## src/rtl/hs_pkg.sv

```systemverilog
// Shared types and helpers for the handshake round-robin arbiter.
package hs_pkg;

  typedef enum logic [0:0] {
    IDLE   = 1'b0,
    LOCKED = 1'b1
  } arb_state_e;

  function automatic int unsigned rr_next(input int unsigned ptr, input int unsigned n);
    return (ptr + 1) % n;
  endfunction

endpackage

```

## src/rtl/hs_rr_pick.sv

```systemverilog
// Combinational first-valid search over N requests, starting at start_i and wrapping modulo N.
module hs_rr_pick
  import hs_pkg::*;
#(
  parameter int unsigned N   = 4,
  parameter int unsigned IDW = 2
) (
  input  logic [N-1:0]   req_i,
  input  logic [IDW-1:0] start_i,
  output logic [N-1:0]   gnt_onehot_o,
  output logic [IDW-1:0] gnt_idx_o,
  output logic           any_o
);

  logic [IDW-1:0] idx;

  always_comb begin
    gnt_onehot_o = '0;
    gnt_idx_o    = '0;
    any_o        = 1'b0;
    idx          = '0;
    for (int unsigned i = 0; i < N; i++) begin
      idx = IDW'((32'(start_i) + i) % N);
      if (!any_o && req_i[idx]) begin
        any_o             = 1'b1;
        gnt_idx_o         = idx;
        gnt_onehot_o[idx] = 1'b1;
      end
    end
  end

endmodule

```

## src/rtl/handshake_rr_arbiter.sv

```systemverilog
// N-to-1 valid/ready round-robin arbiter with burst locking and a registered output slice.
// Optional HS_ARB_SRC_ID_EN adds src_id_o carrying the index of the requester behind each beat.
module handshake_rr_arbiter
  import hs_pkg::*;
#(
  parameter int unsigned N     = 4,
  parameter int unsigned W     = 8,
  parameter int unsigned BURST = 2
) (
  input  logic           clk,
  input  logic           rst,
  input  logic [N-1:0]   valid_pre_i,
  input  logic [N*W-1:0] data_pre_i,
  output logic [N-1:0]   ready_pre_o,
  output logic           valid_post_o,
  output logic [W-1:0]   data_post_o,
  input  logic           ready_post_i
`ifdef HS_ARB_SRC_ID_EN
  ,
  output logic [$clog2(N)-1:0] src_id_o
`endif
);

  localparam int unsigned IDW = $clog2(N);

  arb_state_e     state_q, state_d;
  logic [IDW-1:0] owner_q, owner_d;
  logic [IDW-1:0] ptr_q, ptr_d;
  logic [7:0]     cnt_q, cnt_d;
  logic           valid_q, valid_d;
  logic [W-1:0]   data_q, data_d;

  logic           load;
  logic           owner_hold;
  logic           same_owner;
  logic           accept;
  logic           any;
  logic [IDW-1:0] start;
  logic [IDW-1:0] gnt_idx;
  logic [N-1:0]   gnt_onehot;

  assign load       = !valid_q || ready_post_i;
  // A valid owner keeps the grant; otherwise fall back to the rotating pointer.
  assign owner_hold = (state_q == LOCKED) && valid_pre_i[owner_q];
  assign start      = owner_hold ? owner_q : ptr_q;

  hs_rr_pick #(
    .N   (N),
    .IDW (IDW)
  ) u_pick (
    .req_i        (valid_pre_i),
    .start_i      (start),
    .gnt_onehot_o (gnt_onehot),
    .gnt_idx_o    (gnt_idx),
    .any_o        (any)
  );

  assign accept      = load && any && !rst;
  assign ready_pre_o = accept ? gnt_onehot : '0;
  assign same_owner  = (state_q == LOCKED) && (gnt_idx == owner_q);

  always_comb begin
    state_d = state_q;
    owner_d = owner_q;
    cnt_d   = cnt_q;
    ptr_d   = ptr_q;
    if (accept) begin
      if (same_owner && ((32'(cnt_q) + 32'd1) < BURST)) begin
        cnt_d = cnt_q + 8'd1;
      end else begin
        ptr_d = IDW'(rr_next(32'(gnt_idx), N));
        if ((BURST > 1) && !same_owner) begin
          state_d = LOCKED;
          owner_d = gnt_idx;
          cnt_d   = 8'd1;
        end else begin
          state_d = IDLE;
          cnt_d   = '0;
        end
      end
    end
  end

  always_comb begin
    valid_d = valid_q;
    data_d  = data_q;
    if (accept) begin
      valid_d = 1'b1;
      for (int unsigned k = 0; k < N; k++) begin
        if (gnt_idx == IDW'(k)) begin
          data_d = data_pre_i[k*W +: W];
        end
      end
    end else if (load) begin
      valid_d = 1'b0;
    end
  end

  always_ff @(posedge clk) begin
    if (rst) begin
      state_q <= IDLE;
      owner_q <= '0;
      ptr_q   <= '0;
      cnt_q   <= '0;
      valid_q <= 1'b0;
      data_q  <= '0;
    end else begin
      state_q <= state_d;
      owner_q <= owner_d;
      ptr_q   <= ptr_d;
      cnt_q   <= cnt_d;
      valid_q <= valid_d;
      data_q  <= data_d;
    end
  end

  assign valid_post_o = valid_q;
  assign data_post_o  = data_q;

`ifdef HS_ARB_SRC_ID_EN
  logic [IDW-1:0] src_q, src_d;

  always_comb begin
    src_d = src_q;
    if (accept) begin
      src_d = gnt_idx;
    end
  end

  always_ff @(posedge clk) begin
    if (rst) begin
      src_q <= '0;
    end else begin
      src_q <= src_d;
    end
  end

  assign src_id_o = src_q;
`endif

endmodule

```

## config.mk

```make
export PLATFORM = sky130hd
export DESIGN_NAME = handshake_rr_arbiter
export DESIGN_NICKNAME = d
export VERILOG_FILES = /design/src/rtl/hs_pkg.sv /design/src/rtl/hs_rr_pick.sv /design/src/rtl/handshake_rr_arbiter.sv
export SDC_FILE = /design/constraint.sdc
export NUM_CORES = 1
export LEC_CHECK = 0
export CAP_MARGIN = 40
export CORE_MARGIN = 10
export CORE_UTILIZATION = 35
export DETAILED_ROUTE_END_ITERATION = 7
export PLACE_DENSITY_LB_ADDON = 0.2
export SYNTH_ARGS = -nofsm -noshare
export SYNTH_HDL_FRONTEND = slang
export SYNTH_SLANG_ARGS = --single-unit
export TNS_END_PERCENT = 20
```

## constraint.sdc

```tcl
create_clock -name clk -period 8.1 [get_ports clk]
set_input_delay 1.62 -clock clk [delete_from_list [all_inputs] [get_ports clk]]
set_output_delay 1.62 -clock clk [all_outputs]
set_load 0.03 [all_outputs]
```

Word-level counts from Yosys, hierarchy flattened. Index checks and enable logic that the tools add are counted.

Register bits after elaboration: 22. Input port bits: 39. Output and inout port bits: 13. Logic and storage cells: 96.

Add/subtract/negate cells: 6. $lt $le $gt $ge: 10. Equality and inequality tests: 4. Multiplexer cells: 41. Bitwise logic cells: 5. Reductions and logical operators: 24.

Operator list (number): $mux W8 (5); $mux W4 (5); $mux W1 (17); $lt A2 B3 Y1 const B (5); $logic_and A1 B1 Y1 (12); $or A4 B4 Y4 (3); $bmux W1 S2 (5); $mux W2 (5); $add A8 B1 Y9 const B (1); $lt A9 B2 Y1 const B (1); $add A8 B1 Y8 const B (1); $demux W1 S2 (4); $ge A2 B1 Y1 const B (4); $logic_not A1 Y1 (5); $add A2 B1 Y2 const B (2); $add A2 B2 Y2 const B (2); $eq A2 B2 Y1 const B (2); $reduce_and A2 Y1 (2); $reduce_bool A4 Y1 (1); $reduce_and A3 Y1 (1); $eq A2 B1 Y1 const B (1); $eq A2 B2 Y1 (1); $logic_not A2 Y1 (1); $not A1 Y1 (2); other kinds (2) (2).

Longest topological paths before layout.
Depth in word-level cells: 21. Gate-level depth with buffers: 22. Mapped depth without buffers: 18.

Modules after synthesis. Synthesis repeated with hierarchy kept, for this count alone.

Cells, all modules: 187. Area total of the unflattened synthesis: 1705.4 µm².

Modules (own cells, without submodules): handshake_rr_arbiter (instances 1, cells an instance 142, area each 1283.7 µm², sequential area each 440.4 µm²); hs_rr_pick (instances 1, cells an instance 45, area each 421.7 µm², sequential area each 0.0 µm²).

Worst setup path after synthesis. No wires, ideal clock.

Kind: in2out. Start: in valid_pre_i[3]. End: out ready_pre_o[0]. Data arrival time: 4.666 ns. Data required time: 6.480 ns. Slack: 1.814 ns. Stages on the path: 12. Path buffers: 2. Cells stage by stage: buf_2 > mux2_4 > a221o_1 > nand3_2 > ha_1 > nand2_1 > a21oi_1 > o211ai_2 > a21oi_1 > nor3_2 > clkbuf_1 > a21boi_0.

Word-level cells in the longest chain between the ends: 19. Elaborated cells on any way between the ends: 55. Those cells by class: add/sub (3); order compare (8); mux (28); bitwise (3); reduce/logical (13).

Ends and longest elaborated chain: from (decl) (RTL line handshake_rr_arbiter.sv:12) `input logic [N-1:0] valid_pre_i,`; branches (longest 18 deep; another with $lt A2 B3 Y1); $mux W4 * (RTL line handshake_rr_arbiter.sv:59) `assign ready_pre_o = accept ? gnt_onehot : '0;`; to (decl) (RTL line handshake_rr_arbiter.sv:14) `output logic [N-1:0] ready_pre_o,`.

Mark *: on every way between the ends. The select of a mux whose other input is x is not followed.

Final worst setup path.
Start: in valid_pre_i[2]. End: out ready_pre_o[2].

Same word-level chain as after synthesis.

==> impl_metrics.tcl <==
set metrics [dict create \
    syn-instance-count 245 \
    ff2ff_path_depth 13 \
    routed_via_density 5.185 \
    finalHoldViolCount 0 \
    endpoint_kind "output port" \
    hold_ws_ps 469.9 \
    grt_first_pass_wirelength_um 8687 \
    synth_area_um2 1952 \
    fin_cells 357 \
    whs_path_depth 1 \
    finalSetupTns_ps 0 \
    ctsRootBufferMaster "clkbuf_8" \
    slew_viol_final 0 \
    die_area_um2 8963 \
    synth_cell_types 57 \
    ios 52 \
    cp_max_fo 10 \
    period_minus_slack_ps 6945 \
    avgSynthCellArea_um2 7.967 \
    antenna_cells 0 \
    ctsResizeCount 0 \
    syn_nets 297 \
    cap_violations 0 \
    dp_slack_ps 1159 \
    dp.final_hpwl_um 4115 \
    drc 0 \
    ir_drop_mv 0.2418 \
    worstSetupPathType "input port to output port" \
    post-cts-setup-buffers 0 \
    clk_pin_slew_ps 80 \
    postRouteAntennaNets 0 \
    wl_per_cell_um 14.37 \
    powerDensity_nw_per_um2 392.6 \
    clk-insertion-delay-late_ps 260 \
    required_ps 6480 \
    crit_chain "clkdlybuf4s50_1 -> mux2_2 -> a221o_1 -> nand3_2 -> ha_1 -> or3_1 -> or3_1 -> a21boi_4 -> nand2_1 -> a21boi_0 -> clkdlybuf4s50_1" \
    wl_um 5130 \
    placed_cells 353 \
    cts_tree "done" \
    die_w_um 94.68 \
    yosys_warnings 0 \
    synth_top_area_cell "dfxtp_1" \
    finalSetupViolCount 0 \
    ys.flop_type "dfxtp_1" \
    cp_slowest_cell "clkdlybuf4s50_1" \
    synth_seq_area_share_pct 22.56 \
    port_buffers 51 \
    max_freq_mhz 144.0 \
    fin_crit_sh_pct 85.74 \
    grt_pass1_vias 1870 \
    finalNetCount 338 \
    htreeDepth 1 \
    fin_skew_ps 8.964 \
    start_kind "input port" \
    tightestPinTransition_ps 624.1 \
    rrSetupSlack_ps 3090 \
    synth_seq_cells 22 \
    hold_path_class "register to register" \
    maxSlewHeadroom_pct 58.26 \
    fillerInstances 589 \
    dr.pass1.iters 4 \
    fp.dieH_um 94.68 \
    syn2layout_area_growth_pct 30.32 \
    grt_overflow_total 0 \
    synth_edf_count 0 \
    cts.sinks 22 \
    p_leak_nw 0.9961 \
    finalCoreUtilization_pct 46.48 \
    worst_ep_arrival_time_ps 5320 \
    synth.top_cells.by_area "dfxtp_1 (23%), ha_1 (8.3%), nor2_1 (6.9%)" \
    layout_setup_ws_ps 1155 \
    drt_iter0_drc 43 \
    drive_above_1_share_pct 7.368 \
    grt_max_degree 18 \
    num_rows 27 \
    cts_buffers 3 \
    outcome "finished, final reports clean" \
    cts_buffer_depth 2 \
    critPathMaxStageDelay_ps 700 \
    grt_antenna_before_repair 0 \
    start_util_pct 35.67 \
    via_count 1851 \
    synth_top_area_share_pct 22.56 \
    async_reset_ff_share_pct 0 \
    grt_use_total_pct 11.55 \
    rsz0062_at_grt "no" \
    core-area_um2 5473 \
    place.gp.congestion 0.8792 \
    holdBufCountCts 0 \
]
-- per-stage QoR --
stage	power, mW	instance area (um2)
after global placement	0.9009	2472
after global routing	1.093	2544
after detailed placement	0.9048	2472
after CTS	1.013	2544
final	0.9986	2544
after floorplan	0.7209	1952
-- flip-flops by register name, summed over array words and instances, names as in the netlist --
name / cells
cnt_q: 8
data_post_o: 8
owner_q: 2
ptr_q: 2
state_q: 1
valid_post_o: 1
-- critical path, delay by kind of cell --
kind | cells | cell delay (ps)
buf+inv | 2 | 1270
compound gates | 3 | 710
mux | 1 | 370
simple gates | 4 | 1000
fa+ha+maj | 1 | 340
-- synth_stat cells (2+ instances only) --
cell,instances
clkbuf_1,8
nand2b_1,4
nand2_1,14
o22ai_1,2
buf_6,2
inv_1,10
nor3_1,3
mux2_2,2
o211ai_1,2
a211oi_1,11
dfxtp_1,22
a222oi_1,4
and3_1,3
mux2_4,2
or4_1,2
o21ai_0,7
nor2b_1,2
buf_2,4
a21boi_0,5
and2_1,9
a31oi_1,2
mux2i_1,11
buf_4,2
a21oi_1,26
or3_1,2
nand3_1,6
nor2_1,36
ha_1,13
-- final timing paths --
check | start | end
hold / removal | cnt_q[6]$_SDFFE_PP0P_ | cnt_q[6]$_SDFFE_PP0P_
setup reg to reg | owner_q[1]$_SDFFE_PP0P_ | data_post_o[4]$_SDFFE_PP0P_
setup / recovery | valid_pre_i[2] | ready_pre_o[2]
hold reg to reg | cnt_q[6]$_SDFFE_PP0P_ | cnt_q[6]$_SDFFE_PP0P_
-- placed cells by master (no fill, tap or decap), drive strengths merged, types with 4 or more instances in the layout --
cell type / count
a211oi: 11
mux2: 4
nand2b: 4
nor3: 4
o21ai: 8
nor2: 36
ha: 13
inv: 10
nand3: 7
clkdlybuf4s50: 51
dfxtp: 22
nand2: 15
a21boi: 7
and2: 9
mux2i: 11
a21oi: 26
a222oi: 4
-- per-layer routing --
layer	up-vias	part of all wire (%)	global-route usage (%)	routed length (um)
met1	818	45	13.53	2319
met4	0	0.37	2.244	19
li1	977	-	-	-
met5	-	0	0	0
met3	2	9.5	4.917	488
met2	54	45	19.34	2303
-- where the power goes --
part	switching, mW	leakage (nW)	internal [mW]
clock network	0.0349	0.0357	0.0659
registers	0.0318	0.181	0.141
logic	0.427	0.780	0.298
total	0.494	0.996	0.504
-- final cells by class --
| type | count | area [um2] | share of cell area [%] |
|---|---|---|---|
| clock buffer | 3 | 41.29 | 1.623 |
| clock inverter | 1 | 30.03 | 1.181 |
| sequential | 22 | 440.4 | 17.31 |
| tap | 72 | 90.09 | 3.542 |
| inverter | 10 | 37.54 | 1.476 |
| timing repair buffer | 52 | 518.0 | 20.36 |
| multi-input combinational | 197 | 1386 | 54.50 |
-- logic make-up after synthesis --
group | share of synthesized area, %
AND/OR/NAND/NOR | 23.72
AO/OA/AOI/OAI | 30.19
buffers and inverters | 6.410
flip-flops | 22.56
multiplexers | 8.334
adder cells (fa/ha/maj) | 8.334
XOR/XNOR | 0.4488
(Power assumes the default switching activity.)
